$ cat src/rtl/count_line_parser.sv
// count_line_parser
//   Decodes an ASCII stream of lines "count=<decimal>\n" into binary values.
//   Malformed lines are dropped and reported via err/err_code/err_count.
//
// Handshake: a character moves when in_valid && in_ready, and a value moves
// when out_valid && out_ready. A source holds in_data while in_valid is high
// and in_ready is low. out_data stays stable while out_valid is high and
// out_ready is low.
//
// Ports:
//   clk, rst            clock (rising edge), synchronous active-high reset
//   in_valid/in_ready   character handshake, in_data = ASCII character
//   out_valid/out_ready value handshake, out_data = decoded value
//   err                 one-cycle pulse when a line is rejected
//   err_code            cause of last error (1 prefix, 2 bad char/empty, 3 overflow)
//   err_count           rejected-line count, saturating at 255
//   dbg_state           current FSM state (0 PREFIX, 1 DIGITS, 2 SKIP, 3 EMIT)
module count_line_parser #(
  parameter int VALUE_WIDTH = 8,
  parameter int MAX_DIGITS  = 3
) (
  input  logic                   clk,
  input  logic                   rst,
  input  logic                   in_valid,
  output logic                   in_ready,
  input  logic [7:0]             in_data,
  output logic                   out_valid,
  input  logic                   out_ready,
  output logic [VALUE_WIDTH-1:0] out_data,
  output logic                   err,
  output logic [1:0]             err_code,
  output logic [7:0]             err_count,
  output logic [1:0]             dbg_state
);

  localparam int CW = $clog2(MAX_DIGITS + 1);
  localparam int AW = VALUE_WIDTH + 4;
  localparam logic [AW-1:0] MAX_VAL = AW'({VALUE_WIDTH{1'b1}});

  typedef enum logic [1:0] {
    S_PREFIX = 2'd0,
    S_DIGITS = 2'd1,
    S_SKIP   = 2'd2,
    S_EMIT   = 2'd3
  } state_t;

  state_t                 state, state_n;
  logic [2:0]             idx, idx_n;
  logic [VALUE_WIDTH-1:0] acc, acc_n;
  logic [CW-1:0]          cnt, cnt_n;
  logic [VALUE_WIDTH-1:0] out_data_n;
  logic                   err_n;
  logic [1:0]             err_code_n;
  logic [7:0]             err_count_n;

  logic                   in_xfer;
  logic                   is_cr, is_lf, is_digit;
  logic [AW-1:0]          sum;
  logic [7:0]             pchar;

  function automatic logic [7:0] prefix_char(input logic [2:0] i);
    case (i)
      3'd0:    prefix_char = 8'h63; // c
      3'd1:    prefix_char = 8'h6F; // o
      3'd2:    prefix_char = 8'h75; // u
      3'd3:    prefix_char = 8'h6E; // n
      3'd4:    prefix_char = 8'h74; // t
      default: prefix_char = 8'h3D; // =
    endcase
  endfunction

  assign in_ready  = (state != S_EMIT);
  assign out_valid = (state == S_EMIT);
  assign dbg_state = state;

  assign in_xfer  = in_valid && in_ready;
  assign is_cr    = (in_data == 8'h0D);
  assign is_lf    = (in_data == 8'h0A);
  assign is_digit = (in_data >= 8'h30) && (in_data <= 8'h39);
  assign pchar    = prefix_char(idx);
  // Wide enough that acc*10+9 never wraps, so the overflow compare is exact.
  assign sum      = AW'(acc) * AW'(10) + AW'(in_data[3:0]);

  always_ff @(posedge clk) begin
    if (rst) begin
      state     <= S_PREFIX;
      idx       <= '0;
      acc       <= '0;
      cnt       <= '0;
      out_data  <= '0;
      err       <= 1'b0;
      err_code  <= 2'd0;
      err_count <= 8'd0;
    end else begin
      state     <= state_n;
      idx       <= idx_n;
      acc       <= acc_n;
      cnt       <= cnt_n;
      out_data  <= out_data_n;
      err       <= err_n;
      err_code  <= err_code_n;
      err_count <= err_count_n;
    end
  end

  always_comb begin
    state_n     = state;
    idx_n       = idx;
    acc_n       = acc;
    cnt_n       = cnt;
    out_data_n  = out_data;
    err_n       = 1'b0;
    err_code_n  = err_code;

    case (state)
      S_PREFIX: begin
        if (in_xfer && !is_cr) begin
          if (in_data == pchar) begin
            if (idx == 3'd5) begin
              state_n = S_DIGITS;
              idx_n   = '0;
              acc_n   = '0;
              cnt_n   = '0;
            end else begin
              idx_n = idx + 3'd1;
            end
          end else if (is_lf) begin
            // A bare LF is an empty line; a partial prefix ending in LF is an error.
            if (idx != 3'd0) begin
              err_n      = 1'b1;
              err_code_n = 2'd1;
            end
            idx_n = '0;
          end else begin
            err_n      = 1'b1;
            err_code_n = 2'd1;
            idx_n      = '0;
            state_n    = S_SKIP;
          end
        end
      end
      S_DIGITS: begin
        if (in_xfer && !is_cr) begin
          if (is_digit) begin
            if ((cnt == CW'(MAX_DIGITS)) || (sum > MAX_VAL)) begin
              err_n      = 1'b1;
              err_code_n = 2'd3;
              state_n    = S_SKIP;
            end else begin
              acc_n = sum[VALUE_WIDTH-1:0];
              cnt_n = cnt + CW'(1);
            end
          end else if (is_lf) begin
            if (cnt == '0) begin
              err_n      = 1'b1;
              err_code_n = 2'd2;
              state_n    = S_PREFIX;
            end else begin
              out_data_n = acc;
              state_n    = S_EMIT;
            end
          end else begin
            err_n      = 1'b1;
            err_code_n = 2'd2;
            state_n    = S_SKIP;
          end
        end
      end
      S_SKIP: begin
        if (in_xfer && is_lf) begin
          state_n = S_PREFIX;
        end
      end
      default: begin // S_EMIT
        if (out_ready) begin
          state_n = S_PREFIX;
        end
      end
    endcase

    err_count_n = err_count;
    if (err_n && (err_count != 8'hFF)) begin
      err_count_n = err_count + 8'd1;
    end
  end

endmodule

$ cat config.mk
export PLATFORM = sky130hd
export DESIGN_NAME = count_line_parser
export DESIGN_NICKNAME = d
export VERILOG_FILES = /design/src/rtl/count_line_parser.sv
export SDC_FILE = /design/constraint.sdc
export NUM_CORES = 1
export LEC_CHECK = 0
export CORE_UTILIZATION = 51
export CTS_BUF_LIST = sky130_fd_sc_hd__clkbuf_4
export CTS_CLUSTER_DIAMETER = 50
export DETAILED_ROUTE_END_ITERATION = 10
export PLACE_DENSITY = 0.87
export SETUP_SLACK_MARGIN = 0.1
export SLEW_MARGIN = 40
export SYNTH_ARGS = -nofsm -noshare
export SYNTH_HDL_FRONTEND = slang
export SYNTH_SLANG_ARGS = --single-unit
$ cat constraint.sdc
create_clock -name clk -period 3.3 [get_ports clk]
set_input_delay 0.66 -clock clk [delete_from_list [all_inputs] [get_ports clk]]
set_output_delay 0.66 -clock clk [all_outputs]
set_load 0.02 [all_outputs]
**Word level (Yosys, flattened, before mapping)**

Cells that the tools add are included.

- Flip-flop bits (word level): 34
- Bits of input ports: 12
- Output and inout bits: 23
- Word-level logic and storage cells: 112

- Add/subtract/negate cells: 4
- $mul: 1
- $lt $le $gt $ge: 3
- Equal/unequal tests: 27
- Mux-type cells: 49
- Bitwise logic cells: 2
- Reductions and logical operators: 18

Operator list:

| operator | count |
|---|---|
| $mux W2 | 26 |
| $mux W8 | 6 |
| $pmux W7 S5 | 1 |
| $reduce_and A7 Y1 | 3 |
| $ne A2 B2 Y1 const B | 9 |
| $eq A8 B4 Y1 const B | 2 |
| $pmux W8 S2 | 1 |
| $add A12 B4 Y12 | 1 |
| $gt A12 B8 Y1 const B | 1 |
| $ne A3 B3 Y1 const B | 4 |
| $mul A8 B3 Y11 const B | 1 |
| $mux W1 | 9 |
| $add A8 B1 Y8 const B | 1 |
| $eq A8 B8 Y1 | 1 |
| $ge A8 B6 Y1 const B | 1 |
| $le A8 B6 Y1 const B | 1 |
| $ne A8 B8 Y1 const B | 1 |
| $pmux W2 S2 | 2 |
| $eq A2 B2 Y1 const B | 3 |
| $eq A3 B2 Y1 const B | 2 |
| $eq A3 B3 Y1 const B | 2 |
| $mux W3 | 2 |
| $pmux W2 S3 | 1 |
| $logic_and A1 B1 Y1 | 5 |
| 16 further kinds | 18 |

**Longest topological paths before layout**

- Depth after elaboration: 9
- Depth in mapped cells: 12
- Depth with buffers taken out: 11

**Worst setup path after synthesis**

Ideal clock, no wire load.

- Path kind: reg-to-reg
- Start: reg acc[1]
- End: reg err_count[2]
- Arrival: 3.019 ns
- Required time: 3.177 ns
- Path slack: 0.158 ns
- Stages on the path, launching flop included: 11
- Buffers on the path: 1
- Cells stage by stage: dfxtp_1 -> ha_1 -> ha_1 -> inv_1 -> fa_1 -> or3b_4 -> o31a_1 -> o2111a_1 -> buf_4 -> nor4b_2 -> mux2_1

- Longest elaborated chain between the ends: 9

RTL lines:

| item | line | RTL |
|---|---|---|
| start: declaration | 49 | `logic [VALUE_WIDTH-1:0] acc, acc_n;` |
| start signal: assignment | 97 | `acc <= acc_n;` |
| $mul A8 B3 Y11 | 82 | `assign sum = AW'(acc) * AW'(10) + AW'(in_data[3:0]);` |
| $add A12 B4 Y12 | 82 |  |
| $gt A12 B8 Y1 | 145 | `if ((cnt == CW'(MAX_DIGITS)) \|\| (sum > MAX_VAL)) begin` |
| $logic_or A1 B1 Y1 | 145 |  |
| $mux W1 | 145 |  |
| $mux W1 | 144 | `if (is_digit) begin` |
| $mux W1 | 143 | `if (in_xfer && !is_cr) begin` |
| $pmux W1 S2 | 115 | `case (state)` |
| $logic_and A1 B1 Y1 | 182 | `if (err_n && (err_count != 8'hFF)) begin` |
| end signal: assignment | 102 | `err_count <= err_count_n;` |
| end: declaration | 32 | `output logic [7:0] err_count,` |

Every way passes these cells.
A chain may end at the register's enable or synchronous reset.

**Worst setup path after layout**

- Start: reg acc[3]
- End: reg err_count[3]

The elaborated chain is that of the path after synthesis.

==> flow_metrics.py <==
metrics = {
    "logic_synthesis": {
        "synth_area_per_cell_um2": 8.67,
        "async_flop_share": 0,
        "synthDistinctLibCells": 58,
        "ys.flop_type": "dfxtp_1",
        "syn_area_mm2": 0.00234,
        "syn-instance-count": 270,
        "synth_warnings": 0,
        "ys_seq_elements": 34,
        "synth-edff-count": 0,
        "ys_seq_area_frac": 0.291,
        "syn_nets": 302,
    },
    "detailed_routing": {
        "drt_iter0_markers": 179,
        "drt_wl_total_mm": 5.83,
        "topRoutingLayerUsed": "met4",
        "ant_nets": 0,
        "firstDrtPassIters": 5,
        "avgViaCountPerCell": 5.87,
        "met2_length_mm": 2.70,
        "num_vias": 2132,
        "drt-met1-wl_mm": 2.62,
        "drc": 0,
        "wl_per_cell_um": 16.1,
        "route.met3.wl_um": 341,
    },
    "critical_path": {
        "crit_path_max_fanout": 5,
        "crit_cells": 11,
        "worstRegToRegCells": 11,
        "worstSetupEndpoint": "err_count[3]$_SDFFE_PP0P_",
        "regToRegEndpoint": "err_count[3]$_SDFFE_PP0P_",
        "worstPathRequired_ns": 3.53,
        "startpoint": "acc[3]$_SDFFE_PP0P_",
        "cp.arrival_ns": 3.39,
        "slowest_delay_ns": 0.42,
        "worst_path_most_repeated_cell": "ha_4",
        "critical_path.top_delay_family": "adder cells",
        "criticalPathCategory": "reg2reg",
        "critPathSlowestCell": "or3b_4",
        "r2r_start": "acc[3]$_SDFFE_PP0P_",
        "crit_buf_inv": 2,
        "end_kind": "flip-flop",
        "path_cells": "ha_4, ha_4, inv_2, fa_2, xor2_2, or3b_4, o31a_1, o2111a_2, buf_12, nor4b_4, mux2_4",
        "r2r_setup_slack_ns": 0.14,
        "cp-start-kind": "flip-flop",
    },
    "pwr": {
        "internal_power_uw": 546,
        "sw_frac_of_total": 0.279,
        "power_frac_seq": 0.561,
        "comb_power_share": 0.158,
        "ir_worst_vdd_uv": 239,
        "p_per_area_mw_per_mm2": 258,
        "p_clk_frac": 0.281,
        "total_power_uw": 758,
        "p_leak_nw": 1.08,
        "power_switching_uw": 211,
    },
    "sta": {
        "rsz0062_at_grt": "yes",
        "max_slew.worst_pin.slew_ns": 0.742,
        "maxSlewHeadroom": 0.504,
        "hold_ws_ns": 0.499,
        "setup_viol": 0,
        "fin_worst_skew_ns": 0.0176,
        "setup_tns_ns": 0,
        "hold_viol": 0,
        "worst_slack_ns": 0.143,
        "clock.fmax_mhz": 317,
        "min_period_ns": 3.16,
        "period_share": 0.957,
        "slew_violations": 0,
    },
    "floorplanning": {
        "ioPinCount": 35,
        "rows": 24,
        "die_w_um": 69.7,
        "coreArea_mm2": 0.00438,
        "initial_core_util": 0.534,
        "die_area_mm2": 0.00486,
        "die_y_um": 69.7,
    },
    "clock_tree": {
        "cts-htree-levels": 2,
        "cts-buffers-inserted": 5,
        "worstSkewPairLatency_ns": 0.34,
        "cts_buffer_depth": 2,
        "cts.sinks": 34,
        "cts_tree": "built",
        "cts.clk_slew.worst_paths_ns": 0.10,
        "ctsHoldBuffers": 0,
        "cts_root_buf": "clkbuf_4",
    },
    "hold_path": {
        "hold_path.class": "reg2reg",
    },
    "cells_and_area": {
        "drive_gt1_frac": 0.145,
        "final_common_cell": "clkdlybuf4s50_1",
        "regArea_um2": 688,
        "final_area_mm2": 0.00294,
        "n_fill_cell": 332,
        "utilization": 0.670,
        "syn_to_final_growth_pct": 25.5,
        "antenna_cells": 0,
        "final_nets": 343,
        "layout.cells.most_common_list": "clkdlybuf4s50_1 (34), dfxtp_1 (30), nor2_1 (26)",
        "fin_cells": 363,
        "multi_input_comb_area_mm2": 0.00158,
    },
    "global_route": {
        "grt_pass1_wl_mm": 9.00,
        "grt_overflow": 0,
        "grt_pass1_vias": 1962,
        "track_usage": 0.230,
        "antenna_found_initial": 0,
        "grt_max_degree": 24,
    },
    "place": {
        "placed_area_mm2": 0.00276,
        "globalplace.congestion": 0.879,
        "portBuffers": 34,
        "place_ws_ns": 0.0226,
        "dp.cells": 353,
        "dp_hpwl_mm": 4.16,
    },
    "job": {
        "cap_viol_max_count": 0,
    },
    "status": {
        "outcome": "complete, no violations",
    },
}
-- cell type report --
class                   instances  area share
flip-flops and latches         34       0.234
inverters                      26      0.0332
repair buffers                 45       0.154
well taps                      52      0.0222
multi-input cells             199       0.540
clock inverters                 2     0.00341
clock buffers                   5      0.0128
-- worst min path at each step --
stage                                        start                        to  slack, ns  cells past startpoint
after global placement    err_code[0]$_SDFFE_PP0P_  err_code[0]$_SDFFE_PP0P_       0.46                      2
final                     out_data[7]$_SDFFE_PP0P_  out_data[7]$_SDFFE_PP0P_       0.50                      2
after CTS                 err_code[0]$_SDFFE_PP0P_  err_code[0]$_SDFFE_PP0P_       0.49                      2
after floorplan                cnt[1]$_SDFFE_PP0P_       cnt[1]$_SDFFE_PP0P_       0.48                      2
after global routing      out_data[7]$_SDFFE_PP0P_  out_data[7]$_SDFFE_PP0P_       0.53                      2
after detailed placement  err_code[0]$_SDFFE_PP0P_  err_code[0]$_SDFFE_PP0P_       0.47                      2
-- routing by layer --
metal / vias to the layer above / track usage
met5: - / 0
met4: 0 / 0.0778
met3: 18 / 0.0422
met2: 70 / 0.385
met1: 989 / 0.299
li1: 1055 / -
-- power by group through the flow --
stage / combinational (mW) / sequential, mW / clock, mW
detailed placement: 0.116 / 0.435 / 0
finish: 0.119 / 0.425 / 0.213
floorplan: 0.0609 / 0.442 / 0
CTS: 0.118 / 0.426 / 0.218
global route: 0.129 / 0.427 / 0.237
global placement: 0.114 / 0.435 / 0
-- tightest hold or removal path, cell delays in order, from the launching register on --
cell and delay, ns:
dfxtp_1 0.34, mux2i_1 0.06, nor2_1 0.07
-- sequential cells by signal, indices dropped and copies added, names as in the netlist --
register / flops
acc: 8
err_count: 8
out_data: 8
idx: 3
cnt: 2
dbg_state: 2
err_code: 2
err: 1
-- cell families (layout without fill, tap and decap cells) --
| family | after synthesis | after routing | share of synthesized area |
|---|---|---|---|
| simple gates | 103 | 103 | 0.261 |
| fa+ha+maj | 20 | 20 | 0.113 |
| mux | 19 | 19 | 0.0850 |
| compound gates | 49 | 49 | 0.155 |
| xor+xnor | 8 | 8 | 0.0299 |
| buf+inv | 37 | 78 | 0.0647 |
| flops | 34 | 34 | 0.291 |
-- Yosys cell counts (2+ instances only) --
cell type / number / area share
nor2b_1: 11 / 0.029
nor3b_1: 3 / 0.0096
nand2_1: 13 / 0.021
o21ai_1: 4 / 0.0086
nand3b_1: 3 / 0.0096
dfxtp_1: 34 / 0.29
inv_1: 25 / 0.040
nor4b_2: 3 / 0.019
a21oi_1: 8 / 0.017
o31a_1: 2 / 0.0075
xnor2_1: 3 / 0.011
nand4b_1: 2 / 0.0075
o2111a_1: 2 / 0.0096
nor2_1: 26 / 0.042
fa_1: 2 / 0.017
o311a_1: 2 / 0.0086
o21ai_0: 2 / 0.0043
a22oi_1: 2 / 0.0064
or3_1: 3 / 0.0080
xor2_1: 5 / 0.019
nor4_1: 2 / 0.0053
mux2i_1: 12 / 0.051
o21bai_1: 2 / 0.0064
nor4_2: 4 / 0.021
clkbuf_1: 7 / 0.011
ha_1: 18 / 0.096
nor3_1: 6 / 0.013
nand3_1: 7 / 0.015
nand2b_1: 7 / 0.019
o22ai_1: 10 / 0.027
mux2_1: 7 / 0.034
nand4_1: 3 / 0.0080
and3_1: 4 / 0.011
o2111ai_1: 2 / 0.0075
-- what timing repair did --
item / 4_1_cts / 5_1_grt
endpoints found under the hold margin: 0 / 0
gates cloned: 0 / 1
setup endpoints to repair: 7 / 16
pin swaps: 2 / 1
buffers inserted: 0 / 2
resized for setup: 5 / 14
(Power assumes the default switching activity.)
